### config.mk
export PLATFORM = sky130hd
export DESIGN_NAME = cobs_rx_decoder
export DESIGN_NICKNAME = d
export VERILOG_FILES = /design/src/rtl/cobs_rx_decoder.sv
export SDC_FILE = /design/constraint.sdc
export NUM_CORES = 1
export LEC_CHECK = 0
export CAP_MARGIN = 20
export CORE_MARGIN = 3
export CORE_UTILIZATION = 35
export DETAILED_ROUTE_END_ITERATION = 10
export PLACE_DENSITY = 0.6
export SKIP_LAST_GASP = 1
export SLEW_MARGIN = 20
export SYNTH_ARGS = -nofsm -noshare
export SYNTH_HDL_FRONTEND = slang
export SYNTH_SLANG_ARGS = --single-unit
### constraint.sdc
create_clock -name clk -period 7.2 [get_ports clk]
set_input_delay 1.08 -clock clk [delete_from_list [all_inputs] [get_ports clk]]
set_output_delay 1.08 -clock clk [all_outputs]
set_load 0.03 [all_outputs]
### src/rtl/cobs_rx_decoder.sv
// rtl/cobs_rx_decoder.sv - COBS receive decoder with decoded-byte FIFO and throttled strobe output
// Optional statistics counters (o_frames, o_errors) are enabled by defining COBS_DEC_STATS_EN.
module cobs_rx_decoder #(
    parameter int FIFO_AW = 4
) (
    input  logic             clk,
    input  logic             rst,
    input  logic             flag,
    input  logic [7:0]       data,
    input  logic             busy,
    output logic             o_flag,
    output logic [7:0]       o_data,
    output logic             o_sof,
    output logic             o_err,
    output logic             o_ovf,
    output logic [FIFO_AW:0] fifo_level
`ifdef COBS_DEC_STATS_EN
    ,
    output logic [15:0]      o_frames,
    output logic [15:0]      o_errors
`endif
);

    localparam int DEPTH = 2 ** FIFO_AW;

    typedef enum logic [1:0] {IDLE, CODE, DATA} state_t;

    state_t             state_q, state_d;
    logic [7:0]         cnt_q, cnt_d;
    logic               pz_q, pz_d;
    logic               push, sof_d, err_d;
    logic [7:0]         push_data;

    logic [7:0]         mem_q [DEPTH];
    logic [FIFO_AW-1:0] wr_q, rd_q;
    logic [FIFO_AW:0]   level_q;
    logic               o_flag_q, sof_q, err_q, ovf_q;
    logic [7:0]         o_data_q;
    logic               full, pop, push_ok, drop;

    always_comb begin
        state_d   = state_q;
        cnt_d     = cnt_q;
        pz_d      = pz_q;
        push      = 1'b0;
        push_data = 8'h00;
        sof_d     = 1'b0;
        err_d     = 1'b0;
        if (flag) begin
            case (state_q)
                IDLE: begin
                    if (data == 8'h00) begin
                        sof_d   = 1'b1;
                        state_d = CODE;
                    end
                end
                CODE: begin
                    if (data == 8'h00) begin
                        sof_d = 1'b1;
                        pz_d  = 1'b0;
                    end else begin
                        // The implicit zero of the previous block lands in the same cycle as this code byte
                        push      = pz_q;
                        push_data = 8'h00;
                        cnt_d     = data - 8'd1;
                        pz_d      = (data != 8'hFF);
                        state_d   = (data == 8'h01) ? CODE : DATA;
                    end
                end
                DATA: begin
                    if (data == 8'h00) begin
                        err_d   = 1'b1;
                        sof_d   = 1'b1;
                        pz_d    = 1'b0;
                        state_d = CODE;
                    end else begin
                        push      = 1'b1;
                        push_data = data;
                        cnt_d     = cnt_q - 8'd1;
                        if (cnt_q == 8'd1) state_d = CODE;
                    end
                end
                default: state_d = IDLE;
            endcase
        end
    end

    // Level peaks at exactly DEPTH, so its MSB alone marks full
    assign full    = level_q[FIFO_AW];
    assign pop     = (level_q != '0) && !busy && !o_flag_q;
    assign push_ok = push && (!full || pop);
    assign drop    = push && full && !pop;

    always_ff @(posedge clk) begin
        if (push_ok) mem_q[wr_q] <= push_data;
    end

    always_ff @(posedge clk) begin
        if (!rst) begin
            state_q  <= IDLE;
            cnt_q    <= 8'h00;
            pz_q     <= 1'b0;
            wr_q     <= '0;
            rd_q     <= '0;
            level_q  <= '0;
            o_flag_q <= 1'b0;
            o_data_q <= 8'h00;
            sof_q    <= 1'b0;
            err_q    <= 1'b0;
            ovf_q    <= 1'b0;
        end else begin
            state_q  <= state_d;
            cnt_q    <= cnt_d;
            pz_q     <= pz_d;
            sof_q    <= sof_d;
            err_q    <= err_d;
            o_flag_q <= pop;
            ovf_q    <= ovf_q | drop;
            if (push_ok) wr_q <= wr_q + 1'b1;
            if (pop) begin
                rd_q     <= rd_q + 1'b1;
                o_data_q <= mem_q[rd_q];
            end
            case ({push_ok, pop})
                2'b10:   level_q <= level_q + 1'b1;
                2'b01:   level_q <= level_q - 1'b1;
                default: level_q <= level_q;
            endcase
        end
    end

`ifdef COBS_DEC_STATS_EN
    logic [15:0] frames_q, errors_q;
    logic        seen_code_q;
    logic        frame_close;

    // A frame counts as non-empty once any code byte has followed its opening delimiter
    assign frame_close = flag && (state_q == CODE) && (data == 8'h00) && seen_code_q;

    always_ff @(posedge clk) begin
        if (!rst) begin
            frames_q    <= 16'h0000;
            errors_q    <= 16'h0000;
            seen_code_q <= 1'b0;
        end else begin
            if (flag && data == 8'h00) seen_code_q <= 1'b0;
            else if (flag && state_q == CODE) seen_code_q <= 1'b1;
            if (frame_close) frames_q <= frames_q + 16'd1;
            if (err_d || drop) errors_q <= errors_q + 16'd1;
        end
    end

    assign o_frames = frames_q;
    assign o_errors = errors_q;
`endif

    assign o_flag     = o_flag_q;
    assign o_data     = o_data_q;
    assign o_sof      = sof_q;
    assign o_err      = err_q;
    assign o_ovf      = ovf_q;
    assign fifo_level = level_q;

endmodule

==> metrics.cfg <==
[setup_path]
critical_path.max_stage_delay_ns=0.59
rr_worst_depth=13
worstPathMaxFanout=9
path_common_cell=ha_1
critPathKind=in2reg
crit_arrival_ns=4.52
crit_required_ns=7.51
cp-start-kind=input port
cpMaxStageDelayCell=clkdlybuf4s50_1
path_cells=clkdlybuf4s50_1, inv_1, ha_1, nor3b_2, a2111oi_4, inv_1, ha_1, xor2_1, ha_1, a21oi_1, a32oi_1, a31oi_1, xor2_1, and2_1
cp-end-kind=flip-flop

[sta]
period_share_pct=58.5
grt_setup_unrepaired=no
min_period_ns=4.21
worst_pin_slew_ns=1.12
relSlewSlack_pct=25.0
skew_ns=0.00871
setup_tns_ns=0
setup_viol=0
finalHoldViolCount=0
timing.fmax_ghz=0.238
finalMaxSlewViolations=0

[synth]
yosys_warnings=0
synth_cell_types=45
synth_edf_count=128
synthCells=531
yosys.area.top_type_share_pct=54.4
yosysMostFrequentCell=edfxtp_1
ys_seq_area_share_pct=64.6
synth_ff_type=edfxtp_1
syn_avg_cell_area_um2=13.3
ys_ff_latch=164
syn_area_mm2=0.00706
yosys-top-cells-area=edfxtp_1 54%, dfxtp_1 10%, mux2i_1 9.5%
yosys.area.top_type=edfxtp_1
synth_common_cells=128 x edfxtp_1, 67 x mux2i_1, 36 x dfxtp_1
syn_nets=560
async_flop_share_pct=0

[place]
dp.cells=799
routabilityCongestion=0.813
portBuffers=28
hpwl_mm=9.71

[global_routing]
grt_usage_pct=14.1
antenna_found_initial=0
grt_max_degree=68
grt_overflow=0
grt_pass1_wl_mm=23.4
grt_pass1_vias=4287

[worst_hold_path]
min_path_type=reg2reg
min_path_cells=2

[clock_network]
cts_setup_buffers=0
cts_buffer_depth=2
cts_buffers=17
cts_tree=yes
cts.sinks=164
cts.htree.levels=4
clkTransAtPathRegs_ns=0.06
clockRootBuffer=clkbuf_16
cts_hold_buf=0
cts_resized=0
clock_latency_ns=0.42

[floorplan]
ios=29
die_y_um=148
die_area_mm2=0.0219
placementRows=51
die_x_um=148
start_util_pct=35.9
core_mm2=0.0197

[detailed_routing]
via_per_inst=5.11
firstDrtPassIters=4
avgRoutedWirePerCell_um=17.9
wirelength_mm=14.9
vias=4248
drcViolationCount=0
dr.first_iter.drc_count=192
ant_nets=0

[final_layout]
seqCellArea_mm2=0.00457
multi_input_area_mm2=0.00235
drive_above_1_share_pct=8.13
final_util_pct=41.6
diodes=0
fillerInstances=1856
areaGrowthSynthToFinish_pct=15.9
stdcell_count=831
layout.nets=582

[pwr]
cellPowerDensity_mw_per_mm2=233
leakage_nw=2.37
irDropWorstVdd_mv=0.147

[run_status]
status=completed

[job]
drv_cap=0

[report_power, final]
| group | internal [mW] | switching, mW |
|---|---|---|
| sequential | 1.01 | 0.000123 |
| combinational | 0.0104 | 0.0135 |
| clock | 0.519 | 0.354 |
[worst paths after layout]
| path | start | to | slack [ns] |
|---|---|---|---|
| setup / recovery | data[0] | fifo_level[4]$_SDFFE_PN0P_ | 2.99 |
| setup reg to reg | state_q[0]$_SDFFE_PN0P_ | fifo_level[4]$_SDFFE_PN0P_ | 3.45 |
| hold / removal | cnt_q[1]$_SDFFE_PN0P_ | cnt_q[1]$_SDFFE_PN0P_ | 0.50 |
| hold reg to reg | cnt_q[1]$_SDFFE_PN0P_ | cnt_q[1]$_SDFFE_PN0P_ | 0.50 |
[flip-flops by register name, indices dropped and copies added (netlist names)]
signal,flops
o_ovf,1
fifo_level,5
rd_q,4
state_q,2
o_sof,1
o_flag,1
wr_q,4
o_data,8
mem_q,128
pz_q,1
cnt_q,8
o_err,1
[placed cells by master (no fill, tap or decap), types with 3 or more instances in the layout]
cell,count
xor2_1,8
ha_1,17
and3_1,7
a21oi_1,18
clkinv_4,3
a21boi_0,7
buf_4,5
nor2b_1,6
edfxtp_1,128
and2_1,11
a31oi_1,3
o22ai_1,35
nand3b_1,3
nor4_1,9
clkdlybuf4s50_1,28
nor3_1,7
mux2i_1,67
nor2_1,29
nand4_1,5
clkinvlp_4,3
xnor2_1,8
nand3_1,4
inv_1,11
clkbuf_16,17
or3_1,3
nand2_1,24
dfxtp_1,35
o21ai_0,27
nor3_2,4
[cells by family after synthesis]
family	count (synthesis)	share of synthesized area (%)
XOR/XNOR	16	1.98
multiplexers	67	9.50
AND/OR/NAND/NOR	122	9.23
flip-flops	164	64.6
buffers and inverters	41	2.50
AO/OA/AOI/OAI	104	9.14
adder cells (fa/ha/maj)	17	3.01
[critical path: cells and delay by family]
family                   cells  cell delay (ns)
AO/OA/AOI/OAI                4             1.20
buffers and inverters        3             0.85
adder cells (fa/ha/maj)      3             0.75
AND/OR/NAND/NOR              2             0.37
XOR/XNOR                     2             0.26
[area by class of cell]
type                            instances  share of cell area, %
Clock buffer                           20                   5.46
Sequential cell                       164                   55.8
Clock inverter                         12                   1.61
Timing Repair Buffer                   33                   3.88
Tap cell                              265                   4.05
Inverter                               11                  0.505
Multi-Input combinational cell        326                   28.7
[per-stage QoR]
stage	area (µm²)	total power, mW	hold WS, ns	setup slack, ns
after floorplan	7060	1.04	0.456	3.46
after global placement	7580	1.05	0.472	2.72
after detailed placement	7580	1.05	0.488	2.59
after CTS	8160	1.92	0.497	3.02
after global routing	8180	1.96	0.530	2.68
final	8180	1.90	0.496	2.99
[routing by layer]
metal  global-route usage [%]  part of all wire, %
met1                     16.8                   44
met2                     24.8                   52
met3                     3.59                  3.4
met4                     4.76                  1.5
met5                        0                    0
Power figures use the tool's default switching activity.
